## config.mk

```make
export PLATFORM = sky130hd
export DESIGN_NAME = mux_scan_reg
export DESIGN_NICKNAME = d
export VERILOG_FILES = /design/src/rtl/mux_pkg.sv /design/src/rtl/mux_scan_counter.sv /design/src/rtl/mux_scan_reg.sv
export SDC_FILE = /design/constraint.sdc
export NUM_CORES = 1
export LEC_CHECK = 0
export ABC_AREA = 0
export CAP_MARGIN = 20
export CELL_PAD_IN_SITES_DETAIL_PLACEMENT = 1
export CELL_PAD_IN_SITES_GLOBAL_PLACEMENT = 2
export CORE_MARGIN = 4
export CORE_UTILIZATION = 18
export CTS_CLUSTER_DIAMETER = 40
export CTS_CLUSTER_SIZE = 25
export DETAILED_ROUTE_END_ITERATION = 10
export PLACE_DENSITY_LB_ADDON = 0.25
export SYNTH_ARGS = -nofsm -noshare
export SYNTH_HDL_FRONTEND = slang
export SYNTH_SLANG_ARGS = --single-unit
```

## constraint.sdc

```tcl
create_clock -name clk -period 1.45 [get_ports clk]
set_input_delay 0.2175 -clock clk [delete_from_list [all_inputs] [get_ports clk]]
set_output_delay 0.2175 -clock clk [all_outputs]
set_load 0.02 [all_outputs]
```

## src/rtl/mux_pkg.sv

```systemverilog
// Shared constants and helpers for the registered scan multiplexer.
package mux_pkg;

    localparam int DEF_CHANNELS = 8;
    localparam int DEF_WIDTH    = 1;

    // Ceiling log2 that never returns less than 1, so a select bus always has a bit.
    function automatic int clog2_min1(input int n);
        int r;
        r = 0;
        while ((1 << r) < n) begin
            r = r + 1;
        end
        if (r < 1) begin
            r = 1;
        end else begin
            r = r;
        end
        return r;
    endfunction

endpackage

```

## src/rtl/mux_scan_counter.sv

```systemverilog
// Round-robin channel counter: clears on clr, advances on inc, wraps CHANNELS-1 -> 0.
module mux_scan_counter
    import mux_pkg::*;
#(
    parameter  int CHANNELS = DEF_CHANNELS,
    localparam int SW       = clog2_min1(CHANNELS)
) (
    input  logic          clk,
    input  logic          rst,
    input  logic          clr,
    input  logic          inc,
    output logic [SW-1:0] cnt
);

    localparam logic [SW-1:0] LAST = SW'(CHANNELS - 1);

    logic [SW-1:0] cnt_d;
    logic [SW-1:0] cnt_q;

    // Next count: clear wins over increment; wrap at the last channel.
    always_comb begin
        cnt_d = cnt_q;
        if (clr) begin
            cnt_d = '0;
        end else if (inc) begin
            if (cnt_q == LAST) begin
                cnt_d = '0;
            end else begin
                cnt_d = cnt_q + SW'(1);
            end
        end else begin
            cnt_d = cnt_q;
        end
    end

    // Count register with synchronous reset.
    always_ff @(posedge clk) begin
        if (rst) begin
            cnt_q <= '0;
        end else begin
            cnt_q <= cnt_d;
        end
    end

    assign cnt = cnt_q;

endmodule

```

## src/rtl/mux_scan_reg.sv

```systemverilog
// Registered N-to-1 multiplexer with manual or round-robin select and a
// valid/ready output handshake.
// Optional build macro MUX_SCAN_PARITY_EN adds output y_par = ^y.
module mux_scan_reg
    import mux_pkg::*;
#(
    parameter  int CHANNELS = DEF_CHANNELS,
    parameter  int WIDTH    = DEF_WIDTH,
    localparam int SW       = clog2_min1(CHANNELS)
) (
    input  logic                      clk,
    input  logic                      rst,
    input  logic [CHANNELS*WIDTH-1:0] w,
    input  logic [SW-1:0]             s,
    input  logic                      scan_en,
    input  logic                      scan_clr,
    input  logic                      in_valid,
    output logic                      in_ready,
    output logic [WIDTH-1:0]          y,
    output logic [SW-1:0]             y_ch,
    output logic                      y_err,
    output logic                      out_valid,
`ifdef MUX_SCAN_PARITY_EN
    output logic                      y_par,
`endif
    input  logic                      out_ready
);

    // Select values at or above this bound do not name a real channel.
    localparam logic [SW:0] CHAN_LIM = (SW + 1)'(CHANNELS);

    logic [SW-1:0]    cnt_s;
    logic [SW-1:0]    sel_s;
    logic             xfer_s;
    logic             err_s;
    logic [WIDTH-1:0] chan_s;

    logic [WIDTH-1:0] y_d,  y_q;
    logic [SW-1:0]    ch_d, ch_q;
    logic             err_d, err_q;
    logic             ov_d, ov_q;
`ifdef MUX_SCAN_PARITY_EN
    logic             par_d, par_q;
`endif

    mux_scan_counter #(.CHANNELS(CHANNELS)) u_cnt (
        .clk (clk),
        .rst (rst),
        .clr (scan_clr),
        .inc (xfer_s & scan_en),
        .cnt (cnt_s)
    );

    assign in_ready = ~ov_q | out_ready;
    assign xfer_s   = in_valid & in_ready;
    assign sel_s    = scan_en ? cnt_s : s;
    assign err_s    = ({1'b0, sel_s} >= CHAN_LIM);

    // Channel pick by OR of masked lanes: an out-of-range select matches no lane and yields 0.
    always_comb begin
        chan_s = '0;
        for (int k = 0; k < CHANNELS; k++) begin
            chan_s = chan_s | ({WIDTH{sel_s == SW'(k)}} & w[k*WIDTH +: WIDTH]);
        end
    end

    // Output register next state: load on transfer, otherwise hold; valid drops once consumed.
    always_comb begin
        y_d   = y_q;
        ch_d  = ch_q;
        err_d = err_q;
`ifdef MUX_SCAN_PARITY_EN
        par_d = par_q;
`endif
        if (xfer_s) begin
            y_d   = chan_s;
            ch_d  = sel_s;
            err_d = err_s;
`ifdef MUX_SCAN_PARITY_EN
            par_d = ^chan_s;
`endif
        end else begin
            y_d   = y_q;
            ch_d  = ch_q;
            err_d = err_q;
        end
        ov_d = xfer_s | (ov_q & ~out_ready);
    end

    // Output registers with synchronous reset.
    always_ff @(posedge clk) begin
        if (rst) begin
            y_q   <= '0;
            ch_q  <= '0;
            err_q <= 1'b0;
            ov_q  <= 1'b0;
`ifdef MUX_SCAN_PARITY_EN
            par_q <= 1'b0;
`endif
        end else begin
            y_q   <= y_d;
            ch_q  <= ch_d;
            err_q <= err_d;
            ov_q  <= ov_d;
`ifdef MUX_SCAN_PARITY_EN
            par_q <= par_d;
`endif
        end
    end

    assign y         = y_q;
    assign y_ch      = ch_q;
    assign y_err     = err_q;
    assign out_valid = ov_q;
`ifdef MUX_SCAN_PARITY_EN
    assign y_par     = par_q;
`endif

endmodule
```

# Yosys cells after proc, flatten, opt, wreduce, memory -nomap -nowiden
# Cells that the tools add are included.
# Widths: inputs -> output; s select.
[classes]
addsub = 1
multipliers = 0
div = 0
order_cmp = 0
eq_ne = 8
shift = 0
muxes = 2
bitwise_logic = 22
n_reduce_logical = 2
[op_table]
columns = ["op", "n"]
rows = [
  ["$eq 3x3->1 const B", 5],
  ["$and 1x1->1", 11],
  ["$or 1x1->1", 9],
  ["$eq 3x2->1 const B", 2],
  ["$mux 3", 2],
  ["$add 3x1->3 const B", 1],
  ["$eq 3x1->1 const B", 1],
  ["$logic_not 3->1", 1],
  ["$not 1->1", 2],
  ["$reduce_or 2->1", 1],
]
[totals]
register_bits = 8
latchBits = 0
ram_bits = 0
rom_bits = 0
output_inout_bits = 7
memories = 0

# Logic depth before layout (Yosys ltp)
[depth]
depth_word = 10
mapped_depth = 5

# By module
# A second synthesis with hierarchy kept.
[hier_totals]
hier_cells = 40
area_unflattened_um2 = 441.7
[by_module_without_submodules]
columns = ["mod", "n_inst", "cells_per_inst", "area_per_inst_um2", "seq_area_each_um2"]
rows = [
  ["mux_scan_reg", 1, 27, 292.8, 100.1],
  ["mux_scan_counter", 1, 13, 148.9, 60.1],
]

# Least setup slack after synthesis
# Ideal clock, no wire load.
[synth_timing]
kind = "register to register"
startpoint = "register ov_q (netlist: out_valid)"
endpoint = "register u_cnt.cnt_q[0] (netlist: u_cnt.cnt[0])"
arrival_ns = 1.300
t_required_ns = 1.364
path_slack_ns = 0.064
path_stages_with_launch = 5
path_buffers = 0
synth_period_minus_slack_ns = 1.386
path_cell_list = "dfxtp_1 nand2b_1 nand3_1 or3_1 a211oi_1"
[synth_via]
elab_chain_cells = 4
[synth_lines]
columns = ["item", "line_no", "text"]
rows = [
  ["start, declared", "mux_scan_reg.sv:41", "logic ov_d, ov_q;"],
  ["start signal, assigned", "mux_scan_reg.sv:104", "ov_q <= ov_d;"],
  ["$not 1->1", "mux_scan_reg.sv:54", "assign in_ready = ~ov_q | out_ready;"],
  ["$or 1x1->1", "mux_scan_reg.sv:54", ""],
  ["via in_ready", "mux_scan_reg.sv:18", "output logic in_ready,"],
  ["$and 1x1->1", "mux_scan_reg.sv:55", "assign xfer_s = in_valid & in_ready;"],
  ["$and 1x1->1", "mux_scan_reg.sv:50", ".inc (xfer_s & scan_en),"],
  ["end signal, assigned", "mux_scan_counter.sv:41", "cnt_q <= cnt_d;"],
  ["end, declared", "mux_scan_counter.sv:18", "logic [SW-1:0] cnt_q;"],
]
# The timed path passes the listed nets, and every way through them passes these cells.
# A chain may end at the register's enable or synchronous reset.

# Worst setup path in the final report
[layout_timing]
startpoint = "register y_q (netlist: y)"
endpoint = "output port y"
[layout_rtl]
columns = ["item", "line_no", "text"]
rows = [
  ["start, declared", "mux_scan_reg.sv:38", "logic [WIDTH-1:0] y_d, y_q;"],
  ["start signal, assigned", "mux_scan_reg.sv:101", "y_q <= y_d;"],
  ["end, declared", "mux_scan_reg.sv:19", "output logic [WIDTH-1:0] y,"],
]
# No word-level cell between the ends.

==> results.md <==
- Drt drc: 0
- Total grt overflow: 0
- Synth Warn #: 0
- Fraction of layout cells with a size suffix above 1: 0.182
- Critical path type: register to output pin
- RD Place Congestion: 0.723
- PortBufs: 22
- First-pass GRT wire length: 2.03 mm
- Remaining antenna violation count after routing: 0
- Post-synthesis cell count: 40
- Placed Area: 697 µm²
- Ant diodes: 0
- Tightest Hold Check Type: register to register
- Slew Viols, Final: 0
- Reg2Reg Setup Slack: 70 ps
- Setup_tns: 0 ps
- Commonest non-fill, non-tap cells in the layout: 17 x clkdlybuf4s50_1, 7 x dfxtp_1, 6 x mux2i_1
- Most Crowded Layer GR: met2
- CP arrival: 1190 ps
- Unrepaired setup endpoints after global routing: yes
- Vias in the first global route: 415
- Syn nets: 59
- Setup Skew: 3.09 ps
- Final instance area: 714 µm²
- Synthesized area: 427 µm²
- Initial DRC count: 1
- Initial antenna violation count: 0
- Area grow syn2layout: 67.4%
- FF+latch count, synth: 8
- CP Launch Type: register
- Bufs and invs on worst path: 1
- Setup violations, final: 0
- TritonCTS clock tree: done
- Final WL: 1.23 mm
- Die W: 56.7 µm
- Clock latency on the worst-skew pair: 260 ps
- Critical Path RT: 1230 ps
- Rows: 17
- # IOs: 24
- Core Region: 2230 µm²
- CTS Root Cell: clkbuf_4
- Synth Area per Inst: 10.7 µm²
- Status: finished, final reports clean
- Detail Placement HPWL: 976 µm
- Postcts setup bufs: 0
- Largest net degree at the start of global routing: 9
- Fin nets: 87
- H-tree levels: 1
- Post-layout min period: 1410 ps
- CP peak stage delay: 600 ps
- Avg WL per Cell: 13.1 µm
- Vias: 387
- # hold bufs at CTS: 0
- Initial Util: 0.191
- Critical-path maximum fanout: 2
- Most common cell after layout, fill and taps aside: clkdlybuf4s50_1
- Max Root-Sink Buffers: 2
- Critical path, cell by cell: clkdlybuf4s50_1
- Cts bufs inserted: 3
- Clock Pin Slew Worst Setup and Hold Paths: 50 ps
- Period Utilization, post-route: 0.969
- Final Power: 0.000547 W
- VDD IR max: 0.000339 V
- Element type at the critical path end: output pin
- Die height: 56.7 µm
- GR Util met1: 0.103
- GRT Total Usage: 0.0900
- CP max stage cell: clkdlybuf4s50_1
- Met3 Usage GRT: 0.0368
- Max_cap viols: 0
- CP delay by family, top: buffers and inverters
- Count of unique library cells instantiated by Yosys: 19
- Drt pass-1 iters: 2
- Highest achievable clock rate: 0.712 GHz
- P per Cell Area: 765 nW/µm²
- Total die area: 3210 µm²
- Leak: 0.332 nW
- Routing usage on met2: 0.125
- Final hold violations: 0
- Post-synthesis sequential area ratio: 0.375
- Hold Slack: 501 ps
- Sink Count: 8
- Vias per cell: 4.12
per-layer routing:
layer  vias up  part of all wire
met5         -                 0
met4         0             0.043
met3         5             0.061
met2        16              0.51
met1       172              0.39
li1        194                 -
synthesized netlist by cell type:
master    instances  area, µm²
mux2_4            1       15.0
a21oi_1           1       5.00
nand2b_1          1       6.26
conb_1            1       3.75
ha_1              2       25.0
clkbuf_1          2       7.51
nand3_1           1       5.00
nor3_1            2       10.0
mux2i_1           6       60.1
mux2_2            1       11.3
mux4_1            2       52.6
dfxtp_1           8        160
nor2_1            4       15.0
inv_1             1       3.75
a211oi_1          3       22.5
and2_1            1       6.26
or3_1             1       6.26
nand2_1           1       3.75
buf_4             1       7.51
area by class of cell:
| type | count | area, µm² |
|---|---|---|
| fill | 266 | 1520 |
| timing repair buffer | 26 | 251 |
| inverter | 1 | 3.75 |
| clock buffer | 3 | 22.5 |
| multi-input combinational | 28 | 240 |
| tap | 28 | 35.0 |
| sequential | 8 | 161 |
flip-flops by register name, indices dropped and copies added, names as in the netlist:
| name | cells |
|---|---|
| out_valid | 1 |
| u_cnt.cnt | 3 |
| y | 1 |
| y_ch | 3 |
final timing paths:
check                                  from                   endpoint  cells past startpoint
setup / recovery             y$_SDFFE_PP0P_                          y                      1
hold / removal         y_ch[0]$_SDFFE_PP0P_       y_ch[0]$_SDFFE_PP0P_                      2
setup reg to reg  u_cnt.cnt[0]$_SDFFE_PP0P_  u_cnt.cnt[0]$_SDFFE_PP0P_                      4
hold reg to reg        y_ch[0]$_SDFFE_PP0P_       y_ch[0]$_SDFFE_PP0P_                      2
per-stage QoR:
| step | std cells | setup WS, ps | utilization |
|---|---|---|---|
| global placement | 91 | -403 | 0.312 |
| global route | 94 | -21.7 | 0.320 |
| detailed placement | 91 | -432 | 0.312 |
| CTS | 94 | 12.3 | 0.317 |
| floorplan | 40 | 64.2 | - |
| finish | 94 | 44.7 | 0.320 |
cells by family (layout without fill, tap and decap cells):
group / after synthesis / after routing / synth area share
AO/OA/AOI/OAI: 4 / 4 / 0.0645
flip-flops: 8 / 8 / 0.375
multiplexers: 10 / 10 / 0.326
other: 1 / 1 / 0.00879
AND/OR/NAND/NOR: 11 / 11 / 0.123
adder cells (fa/ha/maj): 2 / 2 / 0.0586
buffers and inverters: 4 / 30 / 0.0440
report_power, final:
group	internal, W	leakage (nW)	total [W]	switching (W)
registers	0.000230	0.0660	0.000235	0.00000516
logic	0.0000844	0.252	0.000138	0.0000534
clock network	0.0000949	0.0138	0.000174	0.0000790
repair_timing:
| item | CTS | global route |
|---|---|---|
| pin swaps | 0 | 1 |
| endpoints found under the setup margin | 2 | 3 |
| resized for setup | 5 | 3 |
No activity file was read; power rests on OpenSTA's default activity.
